`config.mk`:
```
export PLATFORM = sky130hd
export DESIGN_NAME = round_stimulus_timer_flat
export DESIGN_NICKNAME = d
export VERILOG_FILES = /design/src/rtl/qec_stim_pkg.sv /design/src/rtl/round_stimulus_timer_if.sv /design/src/rtl/lfsr32_lane.sv /design/src/rtl/round_stimulus_timer.sv /design/src/flat_wrapper.sv
export SDC_FILE = /design/constraint.sdc
export NUM_CORES = 1
export LEC_CHECK = 0
export BUFFER_PORTS_ARGS = -buffer_cell sky130_fd_sc_hd__buf_2
export CAP_MARGIN = 20
export CORE_UTILIZATION = 50
export CTS_CLUSTER_SIZE = 8
export DETAILED_ROUTE_END_ITERATION = 6
export PLACE_DENSITY = 0.78
export SYNTH_ARGS = -nofsm -noshare
export SYNTH_HDL_FRONTEND = slang
export SYNTH_SLANG_ARGS = --single-unit
```
`constraint.sdc`:
```
create_clock -name clk -period 9.2 [get_ports clk]
set_input_delay 0.92 -clock clk [delete_from_list [all_inputs] [get_ports clk]]
set_output_delay 0.92 -clock clk [all_outputs]
set_load 0.05 [all_outputs]
```
`src/rtl/qec_stim_pkg.sv`:
```
// Shared definitions for the round stimulus timer: FSM encoding, LFSR taps,
// lane seeding and the Galois step used by every lane.
package qec_stim_pkg;

    localparam logic [2:0] ST_IDLE    = 3'd0;
    localparam logic [2:0] ST_GEN     = 3'd1;
    localparam logic [2:0] ST_OFFER   = 3'd2;
    localparam logic [2:0] ST_MEASURE = 3'd3;
    localparam logic [2:0] ST_DONE    = 3'd4;

    typedef enum logic [2:0] {
        IDLE    = ST_IDLE,
        GEN     = ST_GEN,
        OFFER   = ST_OFFER,
        MEASURE = ST_MEASURE,
        DONE    = ST_DONE
    } state_e;

    localparam logic [31:0] LFSR_TAPS   = 32'h8020_0003;
    localparam logic [31:0] GOLDEN_SEED = 32'h9E37_79B9;

    function automatic logic [31:0] galois_step(input logic [31:0] s);
        return (s >> 1) ^ (s[0] ? LFSR_TAPS : 32'h0000_0000);
    endfunction

    // An all-zero seed would lock the LFSR, so it is replaced by 1.
    function automatic logic [31:0] lane_seed(input logic [31:0] base, input int unsigned idx);
        logic [31:0] s;
        s = base ^ (idx * GOLDEN_SEED);
        return (s == 32'h0000_0000) ? 32'h0000_0001 : s;
    endfunction

endpackage

```
`src/rtl/round_stimulus_timer_if.sv`:
```
// Bundles the communicator-facing and decoder-facing signals of the stimulus timer.
interface round_stimulus_timer_if #(
    parameter int unsigned NUM_QUBITS = 64
);
    logic                  new_round_start;
    logic [NUM_QUBITS-1:0] error_pattern;
    logic                  pattern_valid;
    logic                  pattern_ready;
    logic                  decoder_done;
    logic                  decoder_error;
    logic                  result_valid;
    logic [31:0]           duration;
    logic                  error_detected;
    logic                  timeout;
    logic                  round_overrun;

    modport master (
        input  new_round_start, pattern_ready, decoder_done, decoder_error,
        output error_pattern, pattern_valid, result_valid, duration,
               error_detected, timeout, round_overrun
    );

    modport slave (
        output new_round_start, pattern_ready, decoder_done, decoder_error,
        input  error_pattern, pattern_valid, result_valid, duration,
               error_detected, timeout, round_overrun
    );
endinterface

```
`src/rtl/lfsr32_lane.sv`:
```
// One 32-bit Galois LFSR lane; advances one step per enabled cycle, reseeds only on reset.
module lfsr32_lane
    import qec_stim_pkg::*;
#(
    parameter logic [31:0] SEED = 32'h0000_0001
) (
    input  logic        clk,
    input  logic        reset,
    input  logic        step,
    output logic [31:0] state
);
    logic [31:0] state_r;

    always_ff @(posedge clk) begin
        if (reset) begin
            state_r <= SEED;
        end else if (step) begin
            state_r <= galois_step(state_r);
        end
    end

    assign state = state_r;
endmodule

```
`src/rtl/round_stimulus_timer.sv`:
```
// Generates a random per-qubit error pattern each round, offers it to the decoder
// and times the decode, latching duration and error status for the communicator.
module round_stimulus_timer
    import qec_stim_pkg::*;
#(
    parameter int unsigned NUM_QUBITS     = 64,
    parameter int unsigned LANES          = 8,
    parameter logic [15:0] ERR_THRESHOLD  = 16'd655,
    parameter logic [31:0] DURATION_CAP   = 32'd1023,
    parameter logic [31:0] TIMEOUT_CYCLES = 32'd1048576,
    parameter logic [31:0] SEED           = 32'h1234_5678
) (
    input  logic                   clk,
    input  logic                   reset,
    round_stimulus_timer_if.master bus
);
    localparam int unsigned     GEN_CYCLES = NUM_QUBITS / LANES;
    localparam int unsigned     IDX_W      = (GEN_CYCLES > 1) ? $clog2(GEN_CYCLES) : 1;
    localparam logic [IDX_W-1:0] GEN_LAST  = IDX_W'(GEN_CYCLES - 1);

    logic [2:0]            state_r;
    logic [IDX_W-1:0]      gen_idx_r;
    logic [31:0]           cnt_r;
    logic [NUM_QUBITS-1:0] pattern_r;
    logic                  pattern_valid_r;
    logic                  result_valid_r;
    logic [31:0]           duration_r;
    logic                  error_detected_r;
    logic                  timeout_r;
    logic                  round_overrun_r;

    logic [31:0]      lane_state_s [LANES];
    logic [LANES-1:0] lane_err_s;
    logic             lane_step_s;
    logic [32:0]      cnt_inc_s;
    logic [31:0]      dur_sat_s;
    logic             timeout_hit_s;
    logic             overrun_hit_s;

    assign lane_step_s = (state_r == ST_GEN);

    for (genvar i = 0; i < LANES; i++) begin : g_lane
        logic [15:0] next_lo_s;
        logic [16:0] diff_s;

        lfsr32_lane #(
            .SEED (lane_seed(SEED, i))
        ) u_lane (
            .clk   (clk),
            .reset (reset),
            .step  (lane_step_s),
            .state (lane_state_s[i])
        );

        // Borrow out of (lane value - threshold) marks the qubit as errored.
        assign next_lo_s     = 16'(galois_step(lane_state_s[i]));
        assign diff_s        = {1'b0, next_lo_s} - {1'b0, ERR_THRESHOLD};
        assign lane_err_s[i] = diff_s[16];
    end

    // Counter increment is widened so timeout compare and saturation never see a wrap.
    always_comb begin
        cnt_inc_s = {1'b0, cnt_r} + 33'd1;
        if (cnt_inc_s > {1'b0, DURATION_CAP}) begin
            dur_sat_s = DURATION_CAP;
        end else begin
            dur_sat_s = cnt_inc_s[31:0];
        end
    end

    assign timeout_hit_s = (cnt_inc_s == {1'b0, TIMEOUT_CYCLES});
    assign overrun_hit_s = bus.new_round_start &&
                           ((state_r == ST_GEN) || (state_r == ST_OFFER) || (state_r == ST_MEASURE));

    always_ff @(posedge clk) begin
        if (reset) begin
            state_r          <= ST_IDLE;
            gen_idx_r        <= '0;
            cnt_r            <= 32'd0;
            pattern_r        <= '0;
            pattern_valid_r  <= 1'b0;
            result_valid_r   <= 1'b0;
            duration_r       <= 32'd0;
            error_detected_r <= 1'b0;
            timeout_r        <= 1'b0;
            round_overrun_r  <= 1'b0;
        end else begin
            case (state_r)
                ST_IDLE, ST_DONE: begin
                    if (bus.new_round_start) begin
                        state_r        <= ST_GEN;
                        result_valid_r <= 1'b0;
                        timeout_r      <= 1'b0;
                        gen_idx_r      <= '0;
                    end
                end
                ST_GEN: begin
                    pattern_r[gen_idx_r * LANES +: LANES] <= lane_err_s;
                    if (gen_idx_r == GEN_LAST) begin
                        state_r         <= ST_OFFER;
                        pattern_valid_r <= 1'b1;
                    end else begin
                        gen_idx_r <= gen_idx_r + IDX_W'(1);
                    end
                end
                // decoder_done during the handshake belongs to no round and is dropped.
                ST_OFFER: begin
                    if (bus.pattern_ready) begin
                        pattern_valid_r <= 1'b0;
                        cnt_r           <= 32'd0;
                        state_r         <= ST_MEASURE;
                    end
                end
                ST_MEASURE: begin
                    if (bus.decoder_done) begin
                        duration_r       <= dur_sat_s;
                        error_detected_r <= bus.decoder_error;
                        result_valid_r   <= 1'b1;
                        state_r          <= ST_DONE;
                    end else begin
                        cnt_r <= cnt_inc_s[31:0];
                        if (timeout_hit_s) begin
                            duration_r       <= DURATION_CAP;
                            error_detected_r <= 1'b1;
                            timeout_r        <= 1'b1;
                            result_valid_r   <= 1'b1;
                            state_r          <= ST_DONE;
                        end
                    end
                end
                default: begin
                    state_r         <= ST_IDLE;
                    pattern_valid_r <= 1'b0;
                end
            endcase

            if (overrun_hit_s) begin
                round_overrun_r <= 1'b1;
            end
        end
    end

    assign bus.error_pattern  = pattern_r;
    assign bus.pattern_valid  = pattern_valid_r;
    assign bus.result_valid   = result_valid_r;
    assign bus.duration       = duration_r;
    assign bus.error_detected = error_detected_r;
    assign bus.timeout        = timeout_r;
    assign bus.round_overrun  = round_overrun_r;
endmodule

```
`src/flat_wrapper.sv`:
```
// flat-port wrapper written by rule: the top's interface ports become plain ports
module round_stimulus_timer_flat import qec_stim_pkg::*;
#(
    parameter int unsigned NUM_QUBITS     = 64,
    parameter int unsigned LANES          = 8,
    parameter logic [15:0] ERR_THRESHOLD  = 16'd655,
    parameter logic [31:0] DURATION_CAP   = 32'd1023,
    parameter logic [31:0] TIMEOUT_CYCLES = 32'd1048576,
    parameter logic [31:0] SEED           = 32'h1234_5678
)
  (clk, reset, bus_new_round_start, bus_pattern_ready, bus_decoder_done, bus_decoder_error, bus_error_pattern, bus_pattern_valid, bus_result_valid, bus_duration, bus_error_detected, bus_timeout, bus_round_overrun);
  round_stimulus_timer_if #(.NUM_QUBITS(NUM_QUBITS)) bus_i ();
  input  logic clk;
  input  logic reset;
  input wire logic [$bits(bus_i.new_round_start)-1:0] bus_new_round_start;
  input wire logic [$bits(bus_i.pattern_ready)-1:0] bus_pattern_ready;
  input wire logic [$bits(bus_i.decoder_done)-1:0] bus_decoder_done;
  input wire logic [$bits(bus_i.decoder_error)-1:0] bus_decoder_error;
  output wire logic [$bits(bus_i.error_pattern)-1:0] bus_error_pattern;
  output wire logic [$bits(bus_i.pattern_valid)-1:0] bus_pattern_valid;
  output wire logic [$bits(bus_i.result_valid)-1:0] bus_result_valid;
  output wire logic [$bits(bus_i.duration)-1:0] bus_duration;
  output wire logic [$bits(bus_i.error_detected)-1:0] bus_error_detected;
  output wire logic [$bits(bus_i.timeout)-1:0] bus_timeout;
  output wire logic [$bits(bus_i.round_overrun)-1:0] bus_round_overrun;
  assign bus_i.new_round_start = bus_new_round_start;
  assign bus_i.pattern_ready = bus_pattern_ready;
  assign bus_i.decoder_done = bus_decoder_done;
  assign bus_i.decoder_error = bus_decoder_error;
  assign bus_error_pattern = bus_i.error_pattern;
  assign bus_pattern_valid = bus_i.pattern_valid;
  assign bus_result_valid = bus_i.result_valid;
  assign bus_duration = bus_i.duration;
  assign bus_error_detected = bus_i.error_detected;
  assign bus_timeout = bus_i.timeout;
  assign bus_round_overrun = bus_i.round_overrun;
  round_stimulus_timer #(.NUM_QUBITS(NUM_QUBITS), .LANES(LANES), .ERR_THRESHOLD(ERR_THRESHOLD), .DURATION_CAP(DURATION_CAP), .TIMEOUT_CYCLES(TIMEOUT_CYCLES), .SEED(SEED)) u_core (.clk(clk), .reset(reset), .bus(bus_i));
endmodule
```
# --- After elaboration in Yosys (flattened, before gate mapping) ---
# Cells that the tools add are included.
totals:
  ff_bits: 395
  in_bits: 6
  out_inout_bits: 101
  word_cells: 105
op_classes:
  add_sub_neg: 11
  order_cmp: 1
  n_eq_ne: 13
  shift: 2
  n_mux: 34
  n_bitwise: 9
  reduce_logical: 17
op_table:
  columns: ["operator", "n"]
  rows:
  - ["32-bit 2-to-1 mux", 13]
  - ["31-bit by 32-bit XOR with 32-bit output", 8]
  - ["16-bit by 10-bit subtractor with 17-bit output, second input constant", 8]
  - ["64-bit bitwise mux", 1]
  - ["32-bit one-hot mux with 2 select lines", 1]
  - ["8-bit by 34-bit variable shift with 64-bit output, first input constant", 1]
  - ["8-bit by 34-bit variable part select with 64-bit output", 1]
  - ["6-bit negator with 34-bit output", 1]
  - ["32-bit by 1-bit adder with 33-bit output, second input constant", 1]
  - ["33-bit by 21-bit equality test with 1-bit output, second input constant", 1]
  - ["33-bit by 10-bit > comparator with 1-bit output, second input constant", 1]
  - ["3-bit 2-to-1 mux", 7]
  - ["3-bit one-hot mux with 4 select lines", 1]
  - ["3-bit AND reduction", 4]
  - ["2-bit != test, second input constant", 4]
  - ["4-bit AND reduction", 2]
  - ["2-bit nonzero test", 4]
  - ["1-bit 2-to-1 mux", 7]
  - ["3-bit by 2-bit equality test with 1-bit output, second input constant", 2]
  - ["3-bit equality test, second input constant", 2]
  - ["3-bit one-hot mux with 2 select lines", 1]
  - ["2-bit by 1-bit != test with 1-bit output, second input constant", 2]
  - ["1-bit one-hot mux with 2 select lines", 2]
  - ["3-bit by 1-bit adder with 3-bit output, second input constant", 1]
  - ["10 further kinds", 11]

# --- Depth between registers and ports, before layout ---
# Gate-level depths: netlist of run 1.
depth:
  ltp_word: 5
  mapped_depth: 12
  depth_no_buf: 9

# --- Cells and area by module ---
# Synthesis of run 1 repeated with hierarchy kept, for this count alone.
hier_totals:
  hier_cells: 1688
  hier_area_um2: 16540.9
modules_own_cells:
  columns: ["mod", "instances", "cells_each", "area_each_um2", "seq_area_each_um2"]
  rows:
  - ["round_stimulus_timer", 1, 829, 6919.1, 2782.7]
  - ["lfsr32_lane at u_core.g_lane[4].u_lane", 1, 107, 1217.4, 640.6]
  - ["lfsr32_lane at u_core.g_lane[2].u_lane", 1, 107, 1212.4, 640.6]
  - ["lfsr32_lane at u_core.g_lane[0].u_lane", 1, 107, 1211.2, 640.6]
  - ["lfsr32_lane at u_core.g_lane[6].u_lane", 1, 109, 1206.2, 640.6]
  - ["lfsr32_lane at u_core.g_lane[1].u_lane", 1, 107, 1199.9, 640.6]
  - ["lfsr32_lane at u_core.g_lane[7].u_lane", 1, 108, 1197.4, 640.6]
  - ["lfsr32_lane at u_core.g_lane[3].u_lane", 1, 107, 1192.4, 640.6]
  - ["lfsr32_lane at u_core.g_lane[5].u_lane", 1, 107, 1184.9, 640.6]

# --- Least setup slack after synthesis of run 1 ---
# Ideal clock, no wire load.
synth_path:
  kind: "reg-to-reg"
  start: "register u_core.cnt_r[0]"
  end: "register u_core.duration_r[8] (netlist: u_core.bus.duration[8])"
  setup_time_ns: 0.154
  t_arrival_ns: 2.943
  t_required_ns: 9.046
  slack_ns: 6.102
  stages_incl_launch_ff: 12
  path_buffers: 2
  period_less_slack_ns: 3.098
  cell_sequence: "dfxtp_1 ha_1 buf_4 and4_1 buf_2 nand3_2 nor3_1 xnor2_1 nand4b_2 or2_4 a2111oi_4 a221oi_2"
synth_via:
  elab_chain_cells: 4
  word_cells_on_any_way: 7
  cone_classes: "1 x add/sub; 1 x order compare; 1 x eq/ne; 2 x mux; 2 x reduce/logical"
synth_rtl:
  columns: ["element", "line", "source"]
  rows:
  - ["from (decl)", "round_stimulus_timer.sv:23", "logic [31:0] cnt_r;"]
  - ["from (signal assigned)", "round_stimulus_timer.sv:121", "cnt_r <= cnt_inc_s[31:0];"]
  - ["32-bit by 1-bit adder with 33-bit output *", "round_stimulus_timer.sv:63", "cnt_inc_s = {1'b0, cnt_r} + 33'd1;"]
  - ["33-bit by 10-bit > comparator with 1-bit output or 33-bit by 21-bit equality test with 1-bit output (tied branches)", "round_stimulus_timer.sv:64, round_stimulus_timer.sv:71", null]
  - ["32-bit 2-to-1 mux or 2-bit nonzero test (tied branches)", null, null]
  - ["32-bit 2-to-1 mux or 2-bit AND reduction (tied branches)", null, null]
  - ["to (signal assigned)", "round_stimulus_timer.sv:116", "duration_r <= dur_sat_s;"]
  - ["to (decl)", "round_stimulus_timer.sv:27", "logic [31:0] duration_r;"]
# Mark *: on every way between the ends. The rest lies on a longest branch, timed or not.
# A chain may end at the register's enable or synchronous reset.

# --- Final worst setup path of run 1 ---
layout_path:
  start: "register u_core.cnt_r[0]"
  end: "register u_core.duration_r[7] (netlist: u_core.bus.duration[7])"
# Same word-level chain as after synthesis.

==> summary.txt, run 1 <==
======================================================================================
Status                                                                       completed
Top-area cell type share of the netlist area                                     0.489
GRT Overall Usage                                                                0.207
Die Wd                                                                          182 µm
Unrepaired setup endpoints after global routing                                     no
Critical path capture point                                               u_core.bus.duration[7]
Post-detailed-routing wire length                                              34.6 mm
Launch point of the worst path                                            u_core.cnt_r[0]
Final Hold Violating Endpoints                                                       0
Clock slew at the register clock pins of the worst setup and hold paths        0.05 ns
Number of distinct library cells after synthesis                                    78
# clock sinks                                                                      395
Synth Warn #                                                                         0
Area delta synth->final                                                          12.7%
Die Span Y                                                                      182 µm
HPWL after detailed placement                                                  20.6 mm
Num CTS Buffers                                                                     55
Static Leakage                                                                 7.09 nW
# resized after CTS                                                                  0
H-Tree Level Count                                                                   2
Fill count                                                                        2772
Cell type with the highest aggregate area in the netlist                  sky130_fd_sc_hd__dfxtp_1
IO Count                                                                           107
Synth top area cells                                                      sky130_fd_sc_hd__dfxtp_1, sky130_fd_sc_hd__nand2_1, sky130_fd_sc_hd__a21oi_1
Global-route wire length before repair                                         58.4 mm
Violation count after the first detailed-routing iteration                        1044
Worst setup slack after placement                                              5.56 ns
Root Driver                                                               sky130_fd_sc_hd__clkbuf_16
Full die area                                                               0.0331 mm²
Number of enable-type register cells in the synthesized netlist                      0
Final cycle utilization of the critical path                                     0.404
Synth Instances                                                                   1999
Clock skew after layout                                                      0.0260 ns
Data arrival time of the worst path                                            4.19 ns
Max capacitance violation total                                                      0
CP Class                                                                       reg2reg
Overflow left after global routing                                                   0
Async SR Flop Fraction                                                               0
Data required, critical path                                                   9.68 ns
Setup TNS                                                                         0 ns
Inserted Diodes                                                                      0
Fraction of layout instances using a drive strength above 1                      0.115
Crit Reg-Reg Endpoint                                                     u_core.bus.duration[7]
Synthesized area divided by synthesized cell count                            8.10 µm²
Total nets after synthesis                                                        2014
Post-CTS setup buffer count                                                          0
Sort of element at the end of the critical path                              flip-flop
Routability congestion estimate                                                  0.879
Worst Reg-to-Reg Cells                                                              10
Setup slack of the worst register-to-register path                             5.48 ns
Maximum number of pins on one net before global-route repair                       253
Initial antenna violation count                                                      0
Category of the worst setup path launch point                                flip-flop
Power density over the cells                                                232 mW/mm²
Flop and latch count out of synthesis                                              395
Maximum fanout encountered on the critical timing path                              18
Number of input and output port buffers inserted                                   106
Placeable core region                                                       0.0317 mm²
Vias in the first global route                                                   12338
Minimum period implied by the final worst setup slack                          3.72 ns
Post-route antenna net violation count                                               0
Effective utilization at floorplan                                               0.510
Total setup violations reported at the end of the flow                               0
Cell area after placement                                                   0.0168 mm²
Routed len/inst                                                                14.3 µm
Clock tree from TritonCTS                                                          yes
Final Cell Area                                                             0.0182 mm²
Minimum setup slack in the final design                                        5.48 ns
FF-to-FF Start                                                            u_core.cnt_r[0]
Via count                                                                        13550
Worst-skew pair later-pin latency                                              0.57 ns
Net count reported at finish                                                      2037
Worst min-delay path category                                                  reg2reg
FMAX                                                                           269 MHz
Final Max Tran Viols                                                                 0
Leading cell types by count after synthesis                               sky130_fd_sc_hd__nand2_1, sky130_fd_sc_hd__dfxtp_1, sky130_fd_sc_hd__a21oi_1
Routed vias/inst                                                                  5.58
Cell with the most instances after synthesis                              sky130_fd_sc_hd__nand2_1
Most used flip-flop cell after synthesis                                  sky130_fd_sc_hd__dfxtp_1
Transition time of the tightest slew-check pin                                 1.18 ns
# rows                                                                              65
Maximum count of clock buffers along a single path                                   3
Part of the Yosys area used for sequential elements                              0.489
Worst slew slack as a fraction of its limit                                      0.215
Worst IR Drop VDD                                                           0.000147 V
DRC errors left                                                                      0
Post-cts hold buffer count                                                           0
1st-pass router iterations                                                           6
Netlist area before placement                                               0.0162 mm²
======================================================================================
## layout by cell type (no fill, tap or decap), types with 4 or more instances in the layout
cell                          n
sky130_fd_sc_hd__nand2_1    587
sky130_fd_sc_hd__dfxtp_1    395
sky130_fd_sc_hd__a21oi_1    239
sky130_fd_sc_hd__buf_2      105
sky130_fd_sc_hd__nand3b_1   100
sky130_fd_sc_hd__nor2_1      99
sky130_fd_sc_hd__nand3_1     71
sky130_fd_sc_hd__clkbuf_16   56
sky130_fd_sc_hd__o21ai_0     34
sky130_fd_sc_hd__nor3_1      31
sky130_fd_sc_hd__xnor2_1     25
sky130_fd_sc_hd__inv_1       22
sky130_fd_sc_hd__and3b_1     22
sky130_fd_sc_hd__buf_4       13
sky130_fd_sc_hd__and3_1      12
sky130_fd_sc_hd__nand4_1     12
sky130_fd_sc_hd__xor2_1      11
sky130_fd_sc_hd__or4_1       11
sky130_fd_sc_hd__nor4_1      10
sky130_fd_sc_hd__a221oi_2    10
sky130_fd_sc_hd__a211oi_1     9
sky130_fd_sc_hd__a211o_1      9
sky130_fd_sc_hd__mux2i_1      9
sky130_fd_sc_hd__a21o_1       9
sky130_fd_sc_hd__ha_1         9
sky130_fd_sc_hd__or3_1        8
sky130_fd_sc_hd__and2_1       6
sky130_fd_sc_hd__a311oi_1     6
sky130_fd_sc_hd__a22oi_1      5
sky130_fd_sc_hd__a2111oi_4    5
sky130_fd_sc_hd__o21bai_1     4
sky130_fd_sc_hd__nor2b_1      4
sky130_fd_sc_hd__nand3_2      4
sky130_fd_sc_hd__o211ai_1     4
sky130_fd_sc_hd__a2111oi_2    4
## area by class of cell
| cell class | instances | area (µm²) | share of cell area |
|---|---|---|---|
| clock buffers | 57 | 1410 | 0.0771 |
| repair buffers | 120 | 658 | 0.0361 |
| well taps | 402 | 503 | 0.0276 |
| flip-flops and latches | 395 | 7910 | 0.434 |
| inverters | 22 | 82.6 | 0.00453 |
| multi-input cells | 1428 | 7620 | 0.418 |
| clock inverters | 3 | 55.1 | 0.00302 |
## worst max-delay path: stages, from the launching register on
cell                       delay [ns]
sky130_fd_sc_hd__dfxtp_1         0.44
sky130_fd_sc_hd__ha_1            0.36
sky130_fd_sc_hd__nand4_1         0.41
sky130_fd_sc_hd__or4_1           0.63
sky130_fd_sc_hd__nor2_1          0.15
sky130_fd_sc_hd__xor2_1          0.28
sky130_fd_sc_hd__nand4_1         0.17
sky130_fd_sc_hd__nor4_2          0.29
sky130_fd_sc_hd__o21ai_2         0.28
sky130_fd_sc_hd__buf_4           0.30
sky130_fd_sc_hd__a221oi_2        0.30
## state kept, by name (all words and copies together), names as in the netlist
signal,count
u_core.bus.timeout,1
u_core.bus.pattern_valid,1
u_core.g_lane.u_lane.state,256
u_core.bus.error_detected,1
u_core.bus.duration,32
u_core.bus.error_pattern,64
u_core.state_r,3
u_core.bus.result_valid,1
u_core.cnt_r,32
u_core.gen_idx_r,3
u_core.bus.round_overrun,1
## how the worst min path moves through the flow
stage / start / to / slack (ns) / cells after the start
after floorplan: u_core.g_lane[0].u_lane.state[18] / u_core.g_lane[0].u_lane.state[17] / 0.43 / 2
after global placement: u_core.g_lane[6].u_lane.state[28] / u_core.g_lane[6].u_lane.state[27] / 0.44 / 2
after detailed placement: u_core.g_lane[5].u_lane.state[26] / u_core.g_lane[5].u_lane.state[25] / 0.44 / 2
after CTS: u_core.g_lane[6].u_lane.state[29] / u_core.g_lane[6].u_lane.state[28] / 0.45 / 2
after global routing: u_core.g_lane[5].u_lane.state[26] / u_core.g_lane[5].u_lane.state[25] / 0.46 / 2
final: u_core.g_lane[1].u_lane.state[30] / u_core.g_lane[1].u_lane.state[29] / 0.44 / 2
## per-layer routing
metal,up-vias,share of wire,track usage
li1,6768,-,-
met1,6365,0.45,0.267
met2,343,0.48,0.347
met3,74,0.050,0.0359
met4,0,0.023,0.0733
met5,-,0,0
## metrics by stage
step	utilization	cells	power (mW)	hold slack (ns)
3_3_place_gp	0.529	2366	2.47	0.435
3_5_place_dp	0.529	2367	2.50	0.441
2_1_floorplan	-	1999	2.39	0.432
6_report	0.575	2427	4.24	0.440
5_1_grt	0.575	2427	4.45	0.457
4_1_cts	0.575	2427	4.28	0.446
## cells by family after synthesis
group                      after synthesis  share of synthesized area
muxes                                    9                    0.00557
xor gates and xnor gates                36                     0.0195
buffers and inverters                  176                     0.0470
DFF                                    395                      0.489
AOI/OAI and AO/OA                      362                      0.135
and+or+nand+nor                       1012                      0.297
adders and majority gates                9                    0.00696
## where the power goes
group	internal, mW	switching, mW	total [mW]
sequential	1.87	0.114	1.99
combinational	0.173	0.309	0.482
clock	1.09	0.680	1.77
(Power assumes the default switching activity.)
==> run 2: changes to the inputs <==
PLACE_DENSITY = 0.8   (was 0.78)
clock period = 3.3 ns   (was 9.2 ns; I/O delays follow)
==> run 2 against run 1 <==
- sequential share of layout area is 0.30 points lower
- worst setup slack worse by 5.3 ns
- clock-buffer cell count is 1 lower
- worst hold slack worse by 0.34 ns
- non-clock buffer count is 19 higher
- clock power grew to 2.7 times the previous value
- via count is 0.92% higher
- fmax is 20% higher
- sequential power grew to 2.8 times the previous value
- highest routed layer unchanged
- first-iteration DRC count is 5.0% lower
- final cell count is 0.74% higher
- clock skew is 0.0076 ns higher
==> summary.txt, run 2 (synthesized netlist as in run 1, its figures left out) <==
======================================================================================
Status                                                                       completed
Root Driver                                                               sky130_fd_sc_hd__clkbuf_16
Final Non-Filler Cells                                                            2445   +0.74%
Effective utilization at floorplan                                               0.510   unchanged
Clk network pwr share                                                            0.411   -0.006
Violation count after the first detailed-routing iteration                         992   -5.0%
Placed cell count                                                                 2386   +0.80%
Clock tree from TritonCTS                                                          yes
Fraction of layout instances using a drive strength above 1                      0.123   +0.00878
Clock slew at the register clock pins of the worst setup and hold paths        0.05 ns   about the same
Setup TNS                                                                         0 ns   unchanged
Initial antenna violation count                                                      0   unchanged
Worst slew slack as a fraction of its limit                                      0.451   +0.236
Power density over the cells                                                639 mW/mm²   +180%
Leading cell types in the layout, fill and taps excluded                  sky130_fd_sc_hd__nand2_1, sky130_fd_sc_hd__dfxtp_1, sky130_fd_sc_hd__a21oi_1, sky130_fd_sc_hd__buf_2, sky130_fd_sc_hd__nand3b_1
FMAX                                                                           323 MHz   +20%
Worst IR Drop VDD                                                           0.000414 V   +180%
Final cycle utilization of the critical path                                     0.937   +0.533
FF-to-FF Start                                                            u_core.cnt_r[1]
Post-CTS setup buffer count                                                          0   unchanged
Slowest CP cell                                                           sky130_fd_sc_hd__dfxtp_1
Routed vias/inst                                                                  5.59   +0.17%
Worst Reg-to-Reg Cells                                                              10   unchanged
CP Class                                                                       reg2reg
GRT Overall Usage                                                                0.205   -0.00160
Routed len/inst                                                                14.2 µm   -0.54%
Worst min-delay path category                                                   in2reg
Transition time of the tightest slew-check pin                                0.824 ns   -0.352 ns
IO Count                                                                           107   unchanged
Worst-skew pair later-pin latency                                              0.57 ns   about the same
Unrepaired setup endpoints after global routing                                     no
Critical path capture point                                               u_core.bus.duration[2]
Sort of element at the end of the critical path                              flip-flop
Setup slack of the worst register-to-register path                             0.21 ns   -5.27 ns
Full die area                                                               0.0331 mm²   unchanged
Final Hold Violating Endpoints                                                       0   unchanged
Post-route antenna net violation count                                               0   unchanged
Minimum period implied by the final worst setup slack                          3.09 ns   -0.625 ns
Die Wd                                                                          182 µm   unchanged
Routability congestion estimate                                                  0.904   +2.9%
DRC errors left                                                                      0   unchanged
Cells traversed along the worst timing path                               ha_1 -> and4_1 -> nand3_2 -> nor3_1 -> xnor2_1 -> nand4b_2 -> or2_4 -> a2111oi_4 -> buf_4 -> a221oi_2
Net switching power                                                            3.07 mW   +180%
Total setup violations reported at the end of the flow                               0   unchanged
Via count                                                                        13674   +0.92%
Net count reported at finish                                                      2056   +0.93%
Maximum count of clock buffers along a single path                                   3   unchanged
Most common cell after layout, fill and taps aside                        sky130_fd_sc_hd__nand2_1
Data arrival time of the worst path                                            3.52 ns   -0.67 ns
Global-route wire length before repair                                         58.3 mm   -0.13%
Data required, critical path                                                   3.73 ns   -5.95 ns
# clock sinks                                                                      395   unchanged
Maximum number of pins on one net before global-route repair                       190   -25%
Overflow left after global routing                                                   0   unchanged
Inserted Diodes                                                                      0   unchanged
Maximum fanout encountered on the critical timing path                              10   -8
Max capacitance violation total                                                      0   unchanged
Num CTS Buffers                                                                     55   unchanged
Design internal power                                                          8.66 mW   +180%
# rows                                                                              65   unchanged
HPWL after detailed placement                                                  21.4 mm   +3.9%
Vias in the first global route                                                   12541   +1.6%
Area delta synth->final                                                          13.5%
Post-detailed-routing wire length                                              34.7 mm   +0.20%
Placeable core region                                                       0.0317 mm²   unchanged
Largest register FFs                                                               256   unchanged
Part of the power in combinational logic                                         0.117   +0.003
Number of input and output port buffers inserted                                   106   unchanged
Launch point of the worst path                                            u_core.cnt_r[1]
Post-cts hold buffer count                                                           0   unchanged
Category of the worst setup path launch point                                flip-flop
H-Tree Level Count                                                                   2   unchanged
Die Span Y                                                                      182 µm   unchanged
Crit Reg-Reg Endpoint                                                     u_core.bus.duration[2]
Net switching share of the total power                                           0.262   +0.00116
Final Max Tran Viols                                                                 0   unchanged
Clock skew after layout                                                      0.0336 ns   +0.00758 ns
Power share of the sequential group                                              0.471   +0.002
Largest stage delay on the critical path                                       0.42 ns   -0.21 ns
1st-pass router iterations                                                           5   -1
Static Leakage                                                                 7.19 nW   +1.5%
======================================================================================
-- run 2: per-layer routing --
layer / vias up / part of all wire / GRT usage
met5: - / 0 / 0
met4: 0 / 0.024 / 0.0723
met3: 81 / 0.052 / 0.0335
met2: 397 / 0.47 / 0.340
met1: 6382 / 0.45 / 0.270
li1: 6814 / - / -
-- run 2: how the worst min path moves through the flow --
stage                                        endpoint  depth (start not counted)                               from  slack, ns
floorplan           u_core.g_lane[0].u_lane.state[17]                          2  u_core.g_lane[0].u_lane.state[18]       0.43
global placement    u_core.g_lane[1].u_lane.state[23]                          2  u_core.g_lane[1].u_lane.state[24]       0.44
detailed placement  u_core.g_lane[1].u_lane.state[18]                          2  u_core.g_lane[1].u_lane.state[19]       0.44
CTS                         u_core.bus.error_detected                          3                  bus_decoder_error       0.07
global route                u_core.bus.error_detected                          3                  bus_decoder_error       0.11
finish                      u_core.bus.error_detected                          3                  bus_decoder_error        0.1
-- run 2: area by class of cell --
cell class              count  area [µm²]
clock buffers              56        1390
multi-input cells        1428        7570
flip-flops and latches    395        7910
clock inverters             3        55.1
well taps                 402         503
inverters                  22        82.6
repair buffers            139         851
fillers                  2691       13400
-- run 2: per-stage QoR --
| stage | power (mW) | util | setup WS [ns] | hold WS [ns] | cell area (µm²) |
|---|---|---|---|---|---|
| 3_5_place_dp | 6.98 | 0.533 | 0.250 | 0.441 | 16900 |
| 3_3_place_gp | 6.91 | 0.533 | 0.373 | 0.436 | 16900 |
| 4_1_cts | 11.9 | 0.579 | 0.223 | 0.0733 | 18400 |
| 6_report | 11.7 | 0.579 | 0.208 | 0.0964 | 18400 |
| 2_1_floorplan | 6.68 | - | 0.202 | 0.432 | 16200 |
| 5_1_grt | 12.3 | 0.579 | 0.0131 | 0.112 | 18400 |
-- run 2: timing repair --
action / in CTS / in global routing
endpoints found under the setup margin: 0 / 1
hold endpoints to repair: 0 / 0
resized for setup: 0 / 1
-- run 2: power groups by stage --
stage	Sequential [mW]	Clock [mW]	Combinational [mW]
detailed placement	5.61	0	1.37
finish	5.53	4.83	1.37
CTS	5.53	4.94	1.38
floorplan	5.53	0	1.15
global route	5.58	5.13	1.58
global placement	5.59	0	1.32
-- run 2: worst max-delay path: cells and delay by family (launching register included) --
family                   cells  cell delay, ns
AO/OA/AOI/OAI                2            0.40
XOR/XNOR                     1            0.20
adder cells (fa/ha/maj)      1            0.23
buffers and inverters        1            0.26
flip-flops                   1            0.42
AND/OR/NAND/NOR              5            1.43
==> run 3: changes to the inputs <==
ABC_AREA = 1   (was default)
PLACE_DENSITY = 0.81   (was 0.8)
==> run 3 against run 2 <==
- area after synthesis decreased by 3.4%
- fmax increased by 17%
- combinational power increased to 3.0 times the previous value
- total power increased by 36%
- final area decreased by 2.7%
- clock skew decreased by 0.0039 ns
- highest routed layer unchanged
- critical path type unchanged
==> summary.txt, run 3 <==
======================================================================================
Top-area cell type share of the netlist area                                     0.506   +0.0174
Worst Reg-to-Reg Cells                                                              16   +6
Root Driver                                                               sky130_fd_sc_hd__clkbuf_16
H-Tree Level Count                                                                   2   unchanged
Fill count                                                                        2674   -0.63%
Async SR Flop Fraction                                                               0   unchanged
Number of cells on the worst hold path                                               3   unchanged
Worst slew slack as a fraction of its limit                                      0.244   -0.206
Area delta synth->final                                                          14.4%
Max capacitance violation total                                                      0   unchanged
# resized after CTS                                                                  0   unchanged
Final cycle utilization of the critical path                                     0.798   -0.139
Initial antenna violation count                                                      0   unchanged
Status                                                                       completed
Uppermost signal routing layer after detailed routing                             met4
Maximum number of pins on one net before global-route repair                       267   +41%
Violation count after the first detailed-routing iteration                         835   -16%
Via count                                                                        13612   -0.45%
Worst hold margin                                                            0.0664 ns   -0.0299 ns
Minimum setup slack in the final design                                       0.667 ns   +0.459 ns
Maximum fanout encountered on the critical timing path                              26   +16
IO Count                                                                           107   unchanged
CP Class                                                                       reg2reg
Cell type with the highest aggregate area in the netlist                  sky130_fd_sc_hd__dfxtp_1
Data arrival time of the worst path                                            3.02 ns   -0.50 ns
# clock sinks                                                                      395   unchanged
Final Max Tran Viols                                                                 0   unchanged
Vias in the first global route                                                   12204   -2.7%
Setup slack of the worst register-to-register path                             0.67 ns   +0.46 ns
Clock slew at the register clock pins of the worst setup and hold paths        0.05 ns   about the same
Placeable core region                                                       0.0307 mm²   -3.3%
Net count reported at finish                                                      2192   +6.6%
GRT Overall Usage                                                                0.209   +0.00426
Leading cell types in the layout, fill and taps excluded                  sky130_fd_sc_hd__nand2_1, sky130_fd_sc_hd__dfxtp_1, sky130_fd_sc_hd__nor2_1, sky130_fd_sc_hd__o21ai_0, sky130_fd_sc_hd__a21oi_1
Worst IR Drop VDD                                                           0.000707 V   +71%
Post-CTS setup buffer count                                                          0   unchanged
Minimum period implied by the final worst setup slack                          2.63 ns   -0.459 ns
Category of the worst setup path launch point                                flip-flop
Launch point of the worst path                                            u_core.cnt_r[1]
1st-pass router iterations                                                           5   unchanged
Synth top area cells                                                      sky130_fd_sc_hd__dfxtp_1, sky130_fd_sc_hd__nand2_1, sky130_fd_sc_hd__nor2_1
Total nets after synthesis                                                        2134   +6.0%
Final Hold Violating Endpoints                                                       0   unchanged
Post-detailed-routing wire length                                              34.2 mm   -1.4%
WHS Endpoint                                                              u_core.bus.round_overrun
Most common cell after layout, fill and taps aside                        sky130_fd_sc_hd__nand2_1
Static Leakage                                                                 7.84 nW   +8.9%
Power density over the cells                                                893 mW/mm²   +40%
Routed vias/inst                                                                  5.28   -5.6%
Total setup violations reported at the end of the flow                               0   unchanged
Inserted Diodes                                                                      0   unchanged
Cell with the most instances after synthesis                              sky130_fd_sc_hd__nand2_1
Worst-skew pair later-pin latency                                              0.57 ns   about the same
Leading cell types by count after synthesis                               sky130_fd_sc_hd__nand2_1, sky130_fd_sc_hd__dfxtp_1, sky130_fd_sc_hd__nor2_1
Combined area of the multi-input logic cells                               0.00683 mm²   -9.8%
Num CTS Buffers                                                                     55   unchanged
Largest register FFs                                                               256   unchanged
FF-to-FF Start                                                            u_core.cnt_r[1]
Met2 Wirelength                                                                16.4 mm   +0.96%
Unrepaired setup endpoints after global routing                                     no
Netlist area before placement                                               0.0156 mm²   -3.4%
Data required, critical path                                                   3.69 ns   -0.04 ns
Overflow left after global routing                                                   0   unchanged
Number of distinct library cells after synthesis                                    36   -54%
Transition time of the tightest slew-check pin                                 1.13 ns   +0.309 ns
# rows                                                                              64   -1.5%
Part of the Yosys area used for sequential elements                              0.506   +0.0174
Worst setup slack after placement                                             0.723 ns   +0.473 ns
Global-route wire length before repair                                         56.4 mm   -3.3%
Post-cts hold buffer count                                                           0   unchanged
FMAX                                                                           380 MHz   +17%
Post-route antenna net violation count                                               0   unchanged
Hold wc startpoint                                                        bus_new_round_start
Final Cell Area                                                             0.0179 mm²   -2.7%
Setup TNS                                                                         0 ns   unchanged
Area taken by flip-flops and latches                                       0.00791 mm²   about the same
Sort of element at the end of the critical path                              flip-flop
Number of input and output port buffers inserted                                   106   unchanged
Number of enable-type register cells in the synthesized netlist                      0   unchanged
Routed met1 length                                                             15.7 mm   -0.61%
Full die area                                                               0.0320 mm²   -3.4%
Cell area after placement                                                   0.0164 mm²   -3.1%
Worst min-delay path category                                                   in2reg
Routability congestion estimate                                                  0.880   -2.7%
Maximum count of clock buffers along a single path                                   3   unchanged
Clock skew after layout                                                      0.0297 ns   -0.00386 ns
Synth Warn #                                                                         0   unchanged
Fraction of layout instances using a drive strength above 1                      0.100   -0.0229
Flop and latch count out of synthesis                                              395   unchanged
Effective utilization at floorplan                                               0.510   -0.000751
Synth Instances                                                                   2119   +6.0%
Routed wire length on met3                                                     1.49 mm   -17%
Die Span Y                                                                      179 µm   -1.7%
Most used flip-flop cell after synthesis                                  sky130_fd_sc_hd__dfxtp_1
Crit Reg-Reg Endpoint                                                     u_core.bus.duration[20]
Routed len/inst                                                                13.3 µm   -6.5%
Die Wd                                                                          179 µm   -1.7%
Clock tree from TritonCTS                                                          yes
DRC errors left                                                                      0   unchanged
HPWL after detailed placement                                                  21.4 mm   +0.10%
Synthesized area divided by synthesized cell count                            7.37 µm²   -8.9%
Core occupancy in the finished layout                                            0.583   +0.00388
======================================================================================
## run 3: power by group
group / leakage [nW] / switching (mW) / internal, mW
Combinational: 3.88 / 2.81 / 1.27
Sequential: 3.23 / 0.844 / 6.16
Clock: 0.721 / 1.91 / 2.97
Total: 7.84 / 5.57 / 10.4
## run 3: worst max-delay path by stage
stage	endpoint	slack, ns
after floorplan	u_core.bus.error_pattern[38]	0.96
after global placement	u_core.bus.duration[9]	0.81
after detailed placement	u_core.bus.duration[16]	0.72
after CTS	u_core.bus.duration[20]	0.69
after global routing	u_core.bus.duration[16]	0.40
final	u_core.bus.duration[20]	0.67
## run 3: area by class of cell
| cell class | count | area share |
|---|---|---|
| Sequential cell | 395 | 0.442 |
| Multi-Input combinational cell | 1487 | 0.382 |
| Clock buffer | 58 | 0.0787 |
| Timing Repair Buffer | 126 | 0.0409 |
| Tap cell | 396 | 0.0277 |
| Inverter | 112 | 0.0242 |
| Clock inverter | 3 | 0.00385 |
## run 3: cell families (layout without fill, tap and decap cells)
| logic type | Yosys count | in the layout | synth area share |
|---|---|---|---|
| xor gates and xnor gates | 31 | 31 | 0.0174 |
| DFF | 395 | 395 | 0.506 |
| adders and majority gates | 9 | 9 | 0.00721 |
| buffers and inverters | 237 | 299 | 0.0589 |
| and+or+nand+nor | 1025 | 1025 | 0.272 |
| AOI/OAI and AO/OA | 422 | 422 | 0.138 |
## run 3: stage by stage
stage | instances | total power [mW]
CTS | 2577 | 16.1
global route | 2577 | 17.0
floorplan | 2119 | 10.1
global placement | 2516 | 10.9
finish | 2577 | 16.0
detailed placement | 2516 | 11.1
## run 3: metal layers
| layer | track usage | vias up |
|---|---|---|
| met5 | 0 | - |
| met4 | 0.0572 | 0 |
| met3 | 0.0333 | 53 |
| met2 | 0.357 | 286 |
| met1 | 0.273 | 6314 |
| li1 | - | 6959 |
## run 3: worst max-delay path: stages, from the launching register on
cell and delay [ns]:
sky130_fd_sc_hd__dfxtp_1 0.40, sky130_fd_sc_hd__ha_1 0.26, sky130_fd_sc_hd__nand3_2 0.18, sky130_fd_sc_hd__nor2_4 0.22, sky130_fd_sc_hd__inv_1 0.06, sky130_fd_sc_hd__nor2_1 0.13, sky130_fd_sc_hd__nand2_1 0.07, sky130_fd_sc_hd__nand2_1 0.05
sky130_fd_sc_hd__nand2_1 0.06, sky130_fd_sc_hd__nor2_1 0.13, sky130_fd_sc_hd__nand2_1 0.11, sky130_fd_sc_hd__nor2_4 0.16, sky130_fd_sc_hd__nand3_2 0.14, sky130_fd_sc_hd__nand2_4 0.19, sky130_fd_sc_hd__inv_4 0.14, sky130_fd_sc_hd__nand2_1 0.10
sky130_fd_sc_hd__nor2_1 0.04
